**config.mk**
```make
export PLATFORM = sky130hd
export DESIGN_NAME = datamem_arbiter
export DESIGN_NICKNAME = d
export VERILOG_FILES = /design/src/rtl/datamem_arbiter.sv
export SDC_FILE = /design/constraint.sdc
export NUM_CORES = 1
export LEC_CHECK = 0
export ABC_AREA = 1
export BUFFER_PORTS_ARGS = -buffer_cell sky130_fd_sc_hd__clkbuf_2
export CAP_MARGIN = 20
export CORE_AREA = 2 2 121 123
export CTS_BUF_LIST = sky130_fd_sc_hd__clkbuf_8
export DETAILED_ROUTE_END_ITERATION = 8
export DIE_AREA = 0 0 123 125
export PLACE_DENSITY = 0.75
export SETUP_SLACK_MARGIN = 0.3
export SYNTH_ARGS = -nofsm -noshare
export SYNTH_HDL_FRONTEND = slang
export SYNTH_SLANG_ARGS = --single-unit
```
**constraint.sdc**
```tcl
create_clock -name clk -period 11.3 [get_ports clk]
set_clock_uncertainty 0.1 [all_clocks]
set_input_delay 1.695 -clock clk [delete_from_list [all_inputs] [get_ports clk]]
set_output_delay 1.695 -clock clk [all_outputs]
set_load 0.02 [all_outputs]
```
**src/rtl/datamem_arbiter.sv**
```systemverilog
`default_nettype none
// ============================================================================
//  Module   : datamem_arbiter
//  Purpose  : Two-port round-robin arbiter and access sequencer in front of a
//             single-port, word-addressed data memory (combinational read,
//             write on posedge clk). Requester 0 is the CPU load/store unit,
//             requester 1 is the loader/debug port. Sub-word stores are merged
//             with the current memory word, and misaligned or out-of-range
//             accesses are rejected before they reach the memory.
//  Ports    : clk, reset                  clock, async active-high reset
//             reqN_valid/ready            request handshake (N = 0, 1)
//             reqN_write/addr/wdata/wstrb request payload
//             rspN_valid/rdata/err        registered one-cycle response
//             mem_addr/write_enable/      memory-side interface
//             mem_data_in/mem_data
//  Revision : 1.0  initial release
// ============================================================================
module datamem_arbiter #(
  parameter int MEM_WORDS = 32,
  parameter int IDX_W     = $clog2(MEM_WORDS)
) (
  input  logic        clk,
  input  logic        reset,
  input  logic        req0_valid,
  output logic        req0_ready,
  input  logic        req0_write,
  input  logic [31:0] req0_addr,
  input  logic [31:0] req0_wdata,
  input  logic [3:0]  req0_wstrb,
  input  logic        req1_valid,
  output logic        req1_ready,
  input  logic        req1_write,
  input  logic [31:0] req1_addr,
  input  logic [31:0] req1_wdata,
  input  logic [3:0]  req1_wstrb,
  output logic        rsp0_valid,
  output logic [31:0] rsp0_rdata,
  output logic        rsp0_err,
  output logic        rsp1_valid,
  output logic [31:0] rsp1_rdata,
  output logic        rsp1_err,
  output logic [31:0] mem_addr,
  output logic        mem_write_enable,
  output logic [31:0] mem_data_in,
  input  logic [31:0] mem_data
);

  localparam logic [0:0]  c_st_idle    = 1'b0;
  localparam logic [0:0]  c_st_access  = 1'b1;
  // One bit wider than an address so 4*MEM_WORDS never wraps.
  localparam logic [32:0] c_addr_limit = 33'(4 * MEM_WORDS);

  logic [0:0]       r_state;
  logic [0:0]       w_state_next;
  logic             r_last_grant;
  logic             r_owner;
  logic             r_write;
  logic             r_err;
  logic [IDX_W-1:0] r_idx;
  logic [31:0]      r_wdata;
  logic [3:0]       r_wstrb;

  logic             w_gnt0;
  logic             w_gnt1;
  logic             w_accept;
  logic             w_sel_write;
  logic [31:0]      w_sel_addr;
  logic [31:0]      w_sel_wdata;
  logic [3:0]       w_sel_wstrb;
  logic             w_addr_err;
  logic [31:0]      w_merged;
  logic [31:0]      w_rdata;

  // On a tie the requester that did not win last time is granted.
  assign w_gnt0   = req0_valid & (~req1_valid | r_last_grant);
  assign w_gnt1   = req1_valid & (~req0_valid | ~r_last_grant);
  assign w_accept = (r_state == c_st_idle) & (w_gnt0 | w_gnt1) & ~reset;

  assign w_sel_write = w_gnt1 ? req1_write : req0_write;
  assign w_sel_addr  = w_gnt1 ? req1_addr  : req0_addr;
  assign w_sel_wdata = w_gnt1 ? req1_wdata : req0_wdata;
  assign w_sel_wstrb = w_gnt1 ? req1_wstrb : req0_wstrb;
  assign w_addr_err  = (w_sel_addr[1:0] != 2'b00) | ({1'b0, w_sel_addr} >= c_addr_limit);

  // Rejected accesses return zero rather than whatever word sits at address 0.
  assign w_rdata = r_err ? 32'h0 : mem_data;

  always_comb begin
    for (int i = 0; i < 4; i++) begin
      w_merged[8*i +: 8] = r_wstrb[i] ? r_wdata[8*i +: 8] : mem_data[8*i +: 8];
    end
  end

  // ---------------- FSM: state register ----------------
  always_ff @(posedge clk or posedge reset) begin
    if (reset) begin
      r_state <= c_st_idle;
    end else begin
      r_state <= w_state_next;
    end
  end

  // ---------------- FSM: next-state logic ----------------
  always_comb begin
    w_state_next = r_state;
    case (r_state)
      c_st_idle:   if (w_accept) w_state_next = c_st_access;
      c_st_access: w_state_next = c_st_idle;
      default:     w_state_next = c_st_idle;
    endcase
  end

  // ---------------- FSM: outputs ----------------
  always_comb begin
    req0_ready       = 1'b0;
    req1_ready       = 1'b0;
    mem_addr         = 32'h0;
    mem_write_enable = 1'b0;
    mem_data_in      = 32'h0;
    case (r_state)
      c_st_idle: begin
        req0_ready = w_gnt0 & ~reset;
        req1_ready = w_gnt1 & ~reset;
      end
      c_st_access: begin
        // A rejected access is steered to address 0 and never writes.
        mem_addr         = r_err ? 32'h0 : 32'({r_idx, 2'b00});
        mem_write_enable = r_write & ~r_err & (|r_wstrb) & ~reset;
        mem_data_in      = w_merged;
      end
      default: ;
    endcase
  end

  // ---------------- Request capture ----------------
  always_ff @(posedge clk or posedge reset) begin
    if (reset) begin
      r_last_grant <= 1'b1;
      r_owner      <= 1'b0;
      r_write      <= 1'b0;
      r_err        <= 1'b0;
      r_idx        <= '0;
      r_wdata      <= 32'h0;
      r_wstrb      <= 4'h0;
    end else if (w_accept) begin
      r_last_grant <= w_gnt1;
      r_owner      <= w_gnt1;
      r_write      <= w_sel_write;
      r_err        <= w_addr_err;
      r_idx        <= w_sel_addr[IDX_W+1:2];
      r_wdata      <= w_sel_wdata;
      r_wstrb      <= w_sel_wstrb;
    end
  end

  // ---------------- Responses ----------------
  // Data and error hold until the next response on the same port.
  always_ff @(posedge clk or posedge reset) begin
    if (reset) begin
      rsp0_valid <= 1'b0;
      rsp0_rdata <= 32'h0;
      rsp0_err   <= 1'b0;
      rsp1_valid <= 1'b0;
      rsp1_rdata <= 32'h0;
      rsp1_err   <= 1'b0;
    end else begin
      rsp0_valid <= 1'b0;
      rsp1_valid <= 1'b0;
      if (r_state == c_st_access) begin
        if (r_owner) begin
          rsp1_valid <= 1'b1;
          rsp1_rdata <= w_rdata;
          rsp1_err   <= r_err;
        end else begin
          rsp0_valid <= 1'b1;
          rsp0_rdata <= w_rdata;
          rsp0_err   <= r_err;
        end
      end
    end
  end

endmodule
`default_nettype wire

```
==> impl_metrics.csv, run 1 <==
group,metric,value,unit
worst_setup_path,crit_top_cell,"clkbuf_2",
pwr,powerDensity,240.4,nW/um2
detailed_routing,viasPerCell,4.768,
detailed_routing,wl_per_cell,14.37,um
placed_design,portBuffers,281,
finish,antenna_cells,0,
detailed_routing,drc,0,
cts,cts_resized,0,
detailed_routing,drtIter0Drc,302,
cts,hold_buffers,0,
global_routing,grt_max_degree,65,
worst_setup_path,max_stage_delay,0.77,ns
sta,grt_setup_unrepaired,"false",
finish,utilization,55.18,%
yosys,synth_compound_area_share,10.86,%
yosys,synth_adder_area_share,0,%
cts,clockBufferDepth,2,
worst_setup_path,cp_top_family,"buffers and inverters",
sta,maxSlewHeadroom,39.72,%
pwr,switching_share,40.48,%
die,chipWidth,123,um
placed_design,place.gp.congestion,0.9103,
finish,layout-drive-gt1-share,33.43,%
cts,htree_levels,4,
sta,setup-violations-final,0,
finish,fin_nets,1239,
pwr,p_leak,4.671,nW
sta,period_share,48.15,%
detailed_routing,wl,18120,um
worst_setup_path,cp.arrival,3.65,ns
die,core_area,14200,um2
cts,numCtsBuffers,17,
die,ioPinCount,309,
yosys,synth_top_family_by_area,"simple AND/OR/NAND/NOR gates",
cts,postCtsSetupRepairBufs,0,
detailed_routing,vias,6013,
sta,finalMaxSlewViolations,0,
pwr,p_sw,0.7626,mW
global_routing,overflow,0,
global_routing,grt_pass1_wl,28790,um
die,die_h,125,um
sta,hold_slack,0.3716,ns
global_routing,grt_pass1_vias,5874,
pwr,power_frac_comb,38.1,%
yosys,synth_edf_count,0,
pwr,seqPwrFrac,36.3,%
run,drv_cap,0,
pwr,irDropWorstVdd,0.08962,mV
placed_design,dp_hpwl,13220,um
cts,tritoncts,"yes",
yosys,synthDistinctLibCells,27,
cts,cts_num_sinks,114,
cts,clkLatencyLatePin,0.43,ns
sta,max_freq,183.8,MHz
yosys,ys_warn_count,0,
yosys,synthSimpleGateAreaFrac,29.34,%
finish,area_delta_synth_final,31.82,%
yosys,syn_area,5946,um2
worst_setup_path,cp-end-kind,"output pin",
sta,tns,0,ns
sta,worstMarginPinSlew,0.9021,ns
worst_setup_path,start_kind,"primary input",
cts,path_clk_slew,0.07,ns
worst_hold_path,hp-class,"flop to flop",
pwr,clkPwrFrac,25.6,%
cts,root_buffer,"clkbuf_8",
pwr,p_int,1.121,mW
yosys,ys_ff_latch,114,
die,start_util,41.86,%
yosys,async_flop_share,100.0,%
worst_setup_path,critical_path_class,"primary input to output pin",
yosys,synth.area.mux_share,0,%
global_routing,antenna_found_initial,0,
worst_setup_path,crit_chain,"clkbuf_2 -> inv_4 -> buf_4 -> nand3_1 -> a41oi_1 -> clkbuf_2",
worst_setup_path,crit_slowest_cell,"buf_4",
yosys,syn_inst,799,
yosys,synth-main-ff-cell,"dfrtp_1",
detailed_routing,drtPass1Iterations,6,
yosys,syn_area_per_cell,7.441,um2
run_status,status,"finished clean",
sta,fin_crit,5.441,ns
die,die_area,15380,um2
die,rows,44,
global_routing,grt_usage,24.17,%
yosys,synth_xor_area_share,0,%
detailed_routing,drtAntennaViolNets,0,
yosys,seq_area_frac_synth,48.00,%
worst_setup_path,path_buf_inv,4,
worst_setup_path,cp_max_fo,64,
worst_setup_path,worstPathRequired,9.51,ns
sta,final-hold-violation-count,0,
## cells by family after synthesis
logic type             after synthesis
AND/OR/NAND/NOR                    434
flip-flops                         114
other                                1
buffers and inverters              140
AO/OA/AOI/OAI                      110
## registers in the layout (all words and copies together) (netlist names)
name          cells
r_wdata          32
rsp1_err          1
r_owner           1
rsp0_rdata       32
rsp1_rdata       32
rsp0_valid        1
rsp1_valid        1
r_last_grant      1
r_idx             5
r_wstrb           4
rsp0_err          1
r_write           1
r_state           1
r_err             1
## placed cells by master (no fill, tap or decap), drive strengths merged, types with 4 or more instances in the layout
cell type / Yosys / routed
a21oi: 32 / 32
and2: 4 / 4
buf: 44 / 6
bufinv: 0 / 6
clkbuf: 22 / 303
conb: 1 / 27
dfrtp: 113 / 113
inv: 74 / 75
nand2: 326 / 326
nand3: 5 / 5
nor2: 65 / 65
o211ai: 32 / 32
o21ai: 45 / 45
or2: 32 / 32
## stage by stage
stage	area (um2)	power [mW]	std cells	setup slack [ns]
after floorplan	6043	1.144	825	4.628
after global placement	7307	1.389	1229	5.783
after detailed placement	7335	1.412	1230	5.746
after CTS	7838	1.899	1261	5.746
after global routing	7838	2.006	1261	5.565
final	7838	1.884	1261	5.859
## routing by layer
layer	wire length, um	part of all wire, %	vias up	global-route usage [%]
met5	0	0	-	0
met2	8835	49	246	41.11
met4	369	2.0	0	8.422
li1	-	-	2946	-
met1	7749	43	2792	30.21
met3	1164	6.4	29	5.155
## cell usage after synthesis, drive strengths merged, types with 4 or more instances
cell type	count	area share, %
dfrtp	113	48
o211ai	32	4.0
nor2	65	4.1
clkbuf	22	1.4
or2	32	3.4
o21ai	45	4.0
buf	44	5.6
and2	4	0.42
inv	74	4.7
nand3	5	0.59
a21oi	32	2.7
nand2	326	21
## area by class of cell
| type | count | area (um2) |
|---|---|---|
| fillers | 1411 | 6366 |
| inverters | 74 | 282.8 |
| repair buffers | 287 | 1471 |
| clock buffers | 22 | 302.8 |
| clock inverters | 9 | 200.2 |
| flip-flops and latches | 114 | 2854 |
| multi-input cells | 571 | 2496 |
| well taps | 184 | 230.2 |
## worst register-to-register path: stages (launching register included)
cell     delay, ns
dfstp_2       0.38
nand2_1       0.07
nand2_2       0.47
inv_2         0.74
nand3_2       0.26
o21ai_4       0.11
buf_4         0.49
inv_4         0.30
nand2_1       0.15
nand2_1       0.07
## path summary, 6_finish.rpt
check | startpoint | to | slack, ns | cells after the start
hold / removal | r_wdata[22]$_DFFE_PP0P_ | r_wdata[22]$_DFFE_PP0P_ | 0.37 | 2
min in group asynchronous | reset | rsp0_rdata[1]$_DFFE_PP0P_ | 1.26 | 2
hold reg to reg | r_wdata[22]$_DFFE_PP0P_ | r_wdata[22]$_DFFE_PP0P_ | 0.37 | 2
setup / recovery | reset | mem_write_enable | 5.86 | 6
max in group asynchronous | reset | r_wdata[6]$_DFFE_PP0P_ | 8.55 | 3
setup reg to reg | r_last_grant$_DFFE_PP1P_ | r_wdata[14]$_DFFE_PP0P_ | 8.04 | 9
## power groups by stage
| stage | sequential, mW | combinational [mW] | clock [mW] |
|---|---|---|---|
| floorplan | 0.814 | 0.330 | 0 |
| global placement | 0.684 | 0.705 | 0 |
| detailed placement | 0.689 | 0.724 | 0 |
| CTS | 0.684 | 0.725 | 0.490 |
| global route | 0.706 | 0.796 | 0.503 |
| finish | 0.683 | 0.719 | 0.482 |
(Power assumes the default switching activity.)
==> run 2, diff against run 1 <==
CORE_AREA = unset   (was 2 2 121 123)
CORE_UTILIZATION = 43   (was unset)
DIE_AREA = unset   (was 0 0 123 125)
PLACE_DENSITY = 0.79   (was 0.75)
clock period = 4.5 ns   (was 11.3 ns; I/O delays follow)
==> run 2 against run 1 <==
Effect of this change: sequential power rose to 2.5 times the previous value; register-to-register slack got worse by 6.2 ns; sequential cell count did not move; first-iteration DRC count is 52% higher; die area down 7.0%; utilization grew 2.5 points; highest routed layer unchanged.
==> impl_metrics.csv, run 2 (synthesis results as in run 1) <==
group,metric,value,unit
global_routing,grt_pass1_vias,5794,
sta,hold_slack,0.1951,ns
sta,period_share,70.71,%
worst_setup_path,crit_chain,"inv_2 -> nor2_1 -> nand3_1 -> a41oi_1 -> clkbuf_2",
detailed_routing,viasPerCell,4.754,
worst_setup_path,cp_top_family,"flip-flops",
sta,grt_setup_unrepaired,"false",
placed_design,dpl_cell_area,7308,um2
cts,root_buffer,"clkbuf_8",
cts,numCtsBuffers,17,
die,die_area,14300,um2
worst_setup_path,path_buf_inv,2,
sta,maxSlewHeadroom,30.29,%
worst_setup_path,cp-end-kind,"output pin",
pwr,p_total,4.426,mW
pwr,power_frac_comb,40.7,%
finish,reg_top3,"r_wdata x32, rsp0_rdata x32, rsp1_rdata x32",
placed_design,pre_cts_ws,1.637,ns
die,ioPinCount,309,
worst_setup_path,worstPathRequired,3.72,ns
sta,fin_crit,3.182,ns
worst_hold_path,hp-class,"primary input to asynchronous set/reset pin",
pwr,switching_share,43.36,%
cts,cts_resized,0,
global_routing,overflow,0,
placed_design,dp_hpwl,13310,um
finish,final_common_cell,"nand2_1",
run,drv_cap,0,
sta,final-hold-violation-count,0,
cts,clkLatencyLatePin,0.43,ns
pwr,clkPwrFrac,20.2,%
worst_setup_path,cp.arrival,2.41,ns
worst_setup_path,critical_path_class,"flop to output pin",
die,core_area,13350,um2
pwr,seqPwrFrac,39.2,%
global_routing,grt_usage,26.35,%
worst_setup_path,start_kind,"flop",
finish,layoutNonFillerInstCount,1254,
global_routing,antenna_found_initial,0,
sta,tns,0,ns
sta,setup-violations-final,0,
cts,cts_num_sinks,114,
run_status,status,"finished clean",
cts,tritoncts,"yes",
finish,utilization,57.63,%
worst_setup_path,crit_slowest_cell,"dfrtp_1",
cts,path_clk_slew,0.07,ns
finish,fill_cells,1269,
cts,postCtsSetupRepairBufs,0,
detailed_routing,drtIter0Drc,458,
detailed_routing,wl,18100,um
finish,post-route-cell-area,7692,um2
pwr,powerDensity,575.4,nW/um2
pwr,p_int,2.507,mW
finish,area_delta_synth_final,29.38,%
global_routing,grt_max_degree,76,
detailed_routing,wl_per_cell,14.43,um
finish,layout-drive-gt1-share,33.49,%
worst_setup_path,cp_max_fo,34,
cts,htree_levels,4,
placed_design,dp.cells,1223,
pwr,irDropWorstVdd,0.1920,mV
cts,hold_buffers,0,
sta,worstMarginPinSlew,1.046,ns
detailed_routing,drc,0,
pwr,p_sw,1.919,mW
finish,antenna_cells,0,
worst_setup_path,max_stage_delay,1.03,ns
die,rows,42,
sta,max_freq,314.3,MHz
global_routing,grt_pass1_wl,29050,um
pwr,p_leak,4.611,nW
placed_design,place.gp.congestion,0.9336,
detailed_routing,drtPass1Iterations,7,
detailed_routing,vias,5961,
placed_design,portBuffers,281,
cts,clockBufferDepth,2,
finish,fin_nets,1241,
die,start_util,44.54,%
detailed_routing,drtAntennaViolNets,0,
finish,most-common-layout-cells,"nand2_1, clkbuf_2, dfrtp_1",
die,die_h,119.6,um
die,chipWidth,119.6,um
sta,finalMaxSlewViolations,0,
sta,postLayoutSetupSlackWorst,1.318,ns
==> run 2: changes by cell type in the layout (fill, tap and decap cells not counted), moves of 2 or more <==
cell | previous run | this run
clkbuf_8 | 22 | 17
bufinv_16 | 6 | 2
buf_4 | 5 | 7
clkinvlp_4 | 1 | 3
clkinv_2 | 0 | 7
==> run 2: power by group through the flow <==
stage / clock (mW) / combinational (mW) / sequential [mW]
detailed placement: 0 / 1.80 / 1.74
global placement: 0 / 1.76 / 1.74
finish: 0.893 / 1.80 / 1.73
floorplan: 0 / 0.830 / 2.04
global route: 0.956 / 1.98 / 1.78
CTS: 0.902 / 1.80 / 1.73
==> run 2: worst paths after layout <==
kind | from | end | slack [ns] | depth (start not counted)
max in group asynchronous | reset | r_wdata[29]$_DFFE_PP0P_ | 2.44 | 4
min in group clk | rsp0_rdata[18]$_DFFE_PP0P_ | rsp0_rdata[18]$_DFFE_PP0P_ | 0.37 | 2
setup reg to reg | r_state$_DFF_PP0_ | r_wstrb[2]$_DFFE_PP0P_ | 1.80 | 5
hold reg to reg | rsp0_rdata[18]$_DFFE_PP0P_ | rsp0_rdata[18]$_DFFE_PP0P_ | 0.37 | 2
hold / removal | reset | rsp1_rdata[17]$_DFFE_PP0P_ | 0.20 | 2
setup / recovery | r_state$_DFF_PP0_ | mem_write_enable | 1.32 | 5
==> run 2: layout make-up <==
cell class | count | area, um2 | share of cell area (%)
clock buffer | 17 | 234.0 | 3.042
tap | 176 | 220.2 | 2.863
multi-input combinational | 571 | 2491 | 32.38
timing repair buffer | 289 | 1486 | 19.32
clock inverter | 13 | 122.6 | 1.594
inverter | 74 | 284.0 | 3.692
sequential | 114 | 2854 | 37.10
==> run 2: metal layers <==
metal / vias up / track usage, % / wire length [um]
met5: - / 0 / 0
met4: 0 / 8.828 / 394
met3: 31 / 5.608 / 996
met2: 243 / 41.84 / 8538
met1: 2738 / 35.76 / 8168
li1: 2949 / - / -
